--- config.mk ---
export PLATFORM = sky130hd
export DESIGN_NAME = keysearch_datapath
export DESIGN_NICKNAME = d
export VERILOG_FILES = /design/src/rtl/keysearch_pkg.sv /design/src/rtl/keysearch_datapath_key_counter.sv /design/src/rtl/keysearch_datapath.sv
export SDC_FILE = /design/constraint.sdc
export NUM_CORES = 1
export LEC_CHECK = 0
export CAP_MARGIN = 20
export CORE_MARGIN = 5
export CORE_UTILIZATION = 48
export DETAILED_ROUTE_END_ITERATION = 16
export PLACE_DENSITY = 0.81
export SLEW_MARGIN = 0
export SYNTH_ARGS = -nofsm -noshare
export SYNTH_HDL_FRONTEND = slang
export SYNTH_SLANG_ARGS = --single-unit
--- constraint.sdc ---
create_clock -name clk -period 2.9 [get_ports clk]
set_clock_uncertainty 0.05 [all_clocks]
set_input_delay 0.435 -clock clk [delete_from_list [all_inputs] [get_ports clk]]
set_output_delay 0.435 -clock clk [all_outputs]
set_load 0.05 [all_outputs]
--- src/rtl/keysearch_pkg.sv ---
// Shared widths, status encoding and a saturating-increment helper for the
// DES key-search datapath.
package keysearch_pkg;

  localparam int KEY_W = 56;
  localparam int BLK_W = 64;

  typedef enum logic [1:0] {
    IDLE,
    SEARCH,
    HIT,
    EXHAUSTED
  } status_t;

  // Attempt counter holds at all-ones rather than wrapping to zero.
  function automatic logic [KEY_W-1:0] sat_inc(input logic [KEY_W-1:0] v);
    return (&v) ? v : v + KEY_W'(1);
  endfunction

endpackage

--- src/rtl/keysearch_datapath_key_counter.sv ---
// Loadable candidate-key counter. The prime bit swallows the first advance so
// that the first key tested after a load is the loaded value itself.
import keysearch_pkg::*;

module key_counter (
  input  logic             clk,
  input  logic             reset_n,
  input  logic             load,
  input  logic [KEY_W-1:0] start,
  input  logic             inc,
  output logic [KEY_W-1:0] count,
  output logic             primed
);

  always_ff @(posedge clk or negedge reset_n) begin
    if (!reset_n) begin
      count  <= '0;
      primed <= 1'b0;
    end else if (load) begin
      count  <= start;
      primed <= 1'b0;
    end else if (inc) begin
      if (!primed) begin
        primed <= 1'b1;
      end else begin
        count <= count + KEY_W'(1);
      end
    end
  end

endmodule

--- src/rtl/keysearch_datapath.sv ---
// Key-search datapath: candidate counter, ciphertext comparator, status FSM
// and result registers answering the controller's up/en1/en2 strobes.
import keysearch_pkg::*;

module keysearch_datapath (
  input  logic             clk,
  input  logic             reset_n,
  input  logic             clear,
  input  logic [KEY_W-1:0] key_start,
  input  logic [KEY_W-1:0] key_end,
  input  logic [BLK_W-1:0] target_ct,
  input  logic             up,
  input  logic             en1,
  input  logic             en2,
  output logic [KEY_W-1:0] cand_key,
  input  logic [BLK_W-1:0] des_ct,
  output logic             key_found,
  output logic             key_hit,
  output logic             exhausted,
  output logic [KEY_W-1:0] found_key,
  output logic             result_valid,
  output logic [KEY_W-1:0] attempts
);

  status_t          state_reg, state_next;
  logic [KEY_W-1:0] key_end_reg;
  logic [BLK_W-1:0] target_ct_reg;
  logic [KEY_W-1:0] found_key_reg;
  logic [KEY_W-1:0] attempts_reg;
  logic             result_valid_reg;
  logic             primed;

  logic in_search, in_done, test, match, last;

  assign in_search = (state_reg == SEARCH);
  assign in_done   = (state_reg == HIT) || (state_reg == EXHAUSTED);
  assign test      = in_search && en1 && !clear;
  assign match     = (des_ct == target_ct_reg);
  assign last      = (cand_key == key_end_reg);

  key_counter u_key_counter (
    .clk     (clk),
    .reset_n (reset_n),
    .load    (clear),
    .start   (key_start),
    .inc     (up && in_search && !clear),
    .count   (cand_key),
    .primed  (primed)
  );

  always_ff @(posedge clk or negedge reset_n) begin
    if (!reset_n) begin
      state_reg <= IDLE;
    end else begin
      state_reg <= state_next;
    end
  end

  always_comb begin
    state_next = state_reg;
    if (clear) begin
      state_next = SEARCH;
    end else if (test && match) begin
      state_next = HIT;
    end else if (test && last) begin
      state_next = EXHAUSTED;
    end
  end

  // Zero-latency answer so the controller can branch in the same S2 cycle.
  assign key_found = (in_search && en1 && (match || last)) || in_done;

  always_ff @(posedge clk or negedge reset_n) begin
    if (!reset_n) begin
      key_end_reg      <= '0;
      target_ct_reg    <= '0;
      found_key_reg    <= '0;
      attempts_reg     <= '0;
      result_valid_reg <= 1'b0;
    end else if (clear) begin
      key_end_reg      <= key_end;
      target_ct_reg    <= target_ct;
      attempts_reg     <= '0;
      result_valid_reg <= 1'b0;
    end else begin
      if (test) begin
        attempts_reg <= sat_inc(attempts_reg);
        if (match) begin
          found_key_reg <= cand_key;
        end
      end
      if (en2 && in_done) begin
        result_valid_reg <= 1'b1;
      end
    end
  end

  assign key_hit      = (state_reg == HIT);
  assign exhausted    = (state_reg == EXHAUSTED);
  assign found_key    = found_key_reg;
  assign attempts     = attempts_reg;
  assign result_valid = result_valid_reg;

endmodule

==> summary.txt <==
Setup path
  – Slowest stage cell, crit path: or4_4
  – Critical Path AT: 2.45 ns
  – Setup CP Type: reg -> out
  – Nature of the critical path endpoint: output port
  – CP max stage delay: 0.58 ns
  – Cell Chain, Critical Path: xor2_1 > nor4_2 > nand4_1 > or4_4 > nand2_2 > buf_12
  – Required @ worst endpoint: 2.41 ns
  – Worst Setup Start Kind: flip-flop
  – Crit Path Max Fanout: 2

Outcome
  – Status: complete, but fails checks
  – Failing checks: negative setup slack

Timing
  – Fmax: 341 MHz
  – Final setup vio count: 1
  – Tcrit/Tclk final: 1.01
  – Worst-margin pin slew: 0.640 ns
  – RSZ-0062 raised after global routing: yes
  – Slew margin rel.: 0.572
  – Fin. max-slew vios: 0
  – Setup slack after layout: -0.0304 ns
  – Fin. Hold Viols: 0
  – TNS Setup: -0.0304 ns
  – Minimum clock period after layout: 2.93 ns

Die
  – IO Count: 418
  – Die area: 0.0332 sq mm
  – Die height: 182 um
  – Die width: 182 um
  – Row cnt: 63
  – Core ar.: 0.0295 sq mm
  – Initial Utilization: 0.483

Clock tree
  – Clock transition at the registers of the reported paths: 0.06 ns
  – Clock Latency Late Sink: 0.51 ns
  – CTS sink cnt: 292
  – Max Root-Sink Buffers: 3
  – H-tree depth: 2
  – CTS tree: built
  – Root buffer cell: clkbuf_16
  – Num CTS Buffers: 34

Layout
  – Fillers: 2,213
  – Layout cells sized above 1: 0.181
  – Layout area overhead: 43.0%
  – Non-filler cells in the finished layout: 2,134
  – Max FFs per register: 64
  – Most frequent cells in the layout: clkdlybuf4s50_1 (414), dfrtp_1 (292), mux2_2 (181), xnor2_1 (115), xor2_1 (95)
  – Most common cell after layout, fill and taps aside: clkdlybuf4s50_1
  – Design area: 0.0204 sq mm
  – Fin nets: 1,962

Synthesis
  – Post-synthesis register bit count: 292
  – Yosys cell types: 46
  – Fraction of registers with async set/reset: 1.00
  – Number of synthesized flops with an enable pin: 0
  – Syn_nets: 1,508
  – Register area share after synthesis: 0.513
  – Syn Inst Count: 1,260
  – Mapped Area: 0.0142 sq mm
  – Average size of a mapped cell: 11.3 sq um
  – Most used flip-flop cell after synthesis: dfrtp_1
  – Ys Warns: 0

Routing
  – Pre-antenna DRT Iters: 5
  – Drt wl/cell: 21.1 um
  – DRT iter0 DRCs: 753
  – Routed vias: 11,800
  – Detail Route Antenna Nets: 0
  – Vias per std cell: 5.51
  – Drc violations: 0
  – Wirelength, routed: 45,100 um

Placement
  – DP Worst Slack: -0.185 ns
  – RD Place Congestion: 0.912
  – Detailed placement HPWL: 34,200 um
  – Post-placement cell count: 2,066
  – I/O Buffers: 417
  – Area after DPL: 0.0192 sq mm

Run
  – Max-cap violation count: 0

GRT
  – Global Route Usage Sum: 0.264
  – Overflow after GRT: 0
  – Vias in the first global route: 12,200
  – First-pass GRT wire length: 69,700 um
  – Largest net degree at the start of global routing: 94
  – Antenna violations before repair: 9

Pwr
  – PwrDens: 509 mW/mm^2
  – Worst VDD drop: 0.000386 V
  – Pleak: 0.00819 uW

Min path
  – Hold Crit Class: in -> reg
path summary, 6_finish.rpt:
| path | start | end | slack (ns) | depth (start not counted) |
|---|---|---|---|---|
| setup / recovery | target_ct_reg[24]$_DFFE_PN0P_ | key_found | -0.03 | 6 |
| hold / removal | clear | u_key_counter.count[16]$_DFFE_PN0P_ | 0.30 | 3 |
| setup reg to reg | target_ct_reg[16]$_DFFE_PN0P_ | found_key[40]$_DFFE_PN0P_ | 0.24 | 10 |
| hold reg to reg | result_valid$_DFFE_PN0P_ | result_valid$_DFFE_PN0P_ | 0.45 | 2 |
| max in group asynchronous | reset_n | found_key[15]$_DFFE_PN0P_ | 1.51 | 3 |
| min in group asynchronous | reset_n | found_key[38]$_DFFE_PN0P_ | 0.42 | 2 |
power by group:
group	internal (uW)	switching [uW]	total [uW]	leakage [uW]
Sequential	4320	262	4580	0.00370
Clock	2410	1680	4080	0.000517
Combinational	858	848	1710	0.00397
worst max-delay path: cells and delay by family, from the launching register on:
| family | cells | cell delay [ns] |
|---|---|---|
| simple gates | 4 | 1.23 |
| flops | 1 | 0.40 |
| xor+xnor | 1 | 0.16 |
| buf+inv | 1 | 0.14 |
synthesized netlist by cell type, types with 9 or more instances:
master,instances,share of area
inv_1,16,0.0042
or3_1,13,0.0057
mux2_2,181,0.14
dfrtp_1,292,0.51
nor3_1,26,0.0091
or4_1,9,0.0047
a21oi_1,17,0.0060
nor4_1,25,0.011
nand3_1,57,0.020
xnor2_1,115,0.071
o21ai_1,16,0.0056
clkbuf_1,41,0.011
nor2_1,66,0.017
xor2_1,95,0.058
and3_1,17,0.0075
o21ai_0,48,0.017
nand4_1,53,0.023
nand2_1,90,0.024
buf_2,10,0.0035
metal layers:
| layer | up-vias | global-route usage | wire length, um |
|---|---|---|---|
| met5 | - | 0 | 14 |
| met4 | 4 | 0.0946 | 1460 |
| met3 | 85 | 0.0566 | 3290 |
| met2 | 440 | 0.441 | 22400 |
| met1 | 5862 | 0.342 | 17900 |
| li1 | 5360 | - | - |
cells by family after synthesis:
| kind of cell | synth area share |
|---|---|
| AND/OR/NAND/NOR | 0.148 |
| flip-flops | 0.513 |
| XOR/XNOR | 0.129 |
| multiplexers | 0.145 |
| AO/OA/AOI/OAI | 0.0417 |
| buffers and inverters | 0.0207 |
| adder cells (fa/ha/maj) | 0.00176 |
area by class of cell:
| cell class | instances | area, sq um | share of cell area |
|---|---|---|---|
| diodes | 7 | 17.5 | 0.000861 |
| clock buffers | 53 | 1010 | 0.0498 |
| clock inverters | 6 | 42.5 | 0.00209 |
| inverters | 16 | 60.1 | 0.00295 |
| multi-input cells | 893 | 6680 | 0.328 |
| flip-flops and latches | 292 | 7310 | 0.359 |
| well taps | 390 | 488 | 0.0240 |
| repair buffers | 477 | 4750 | 0.233 |
per-stage QoR:
stage                     utilization  hold WS, ns  power [uW]
after CTS                       0.689        0.296       10500
final                           0.690        0.303       10400
after floorplan                     -       0.0894        5460
after global routing            0.690        0.320       10700
after detailed placement        0.652        0.376        6350
after global placement          0.652        0.373        6300
what timing repair did:
| action | in CTS | in global routing |
|---|---|---|
| hold buffers | 1 | 0 |
| pin swaps | 5 | 6 |
| endpoints found under the setup margin | 1 | 1 |
| endpoints found under the hold margin | 58 | 0 |
| buffers inserted | 0 | 1 |
| gates resized for setup | 4 | 3 |
No activity file was read; power rests on OpenSTA's default activity.
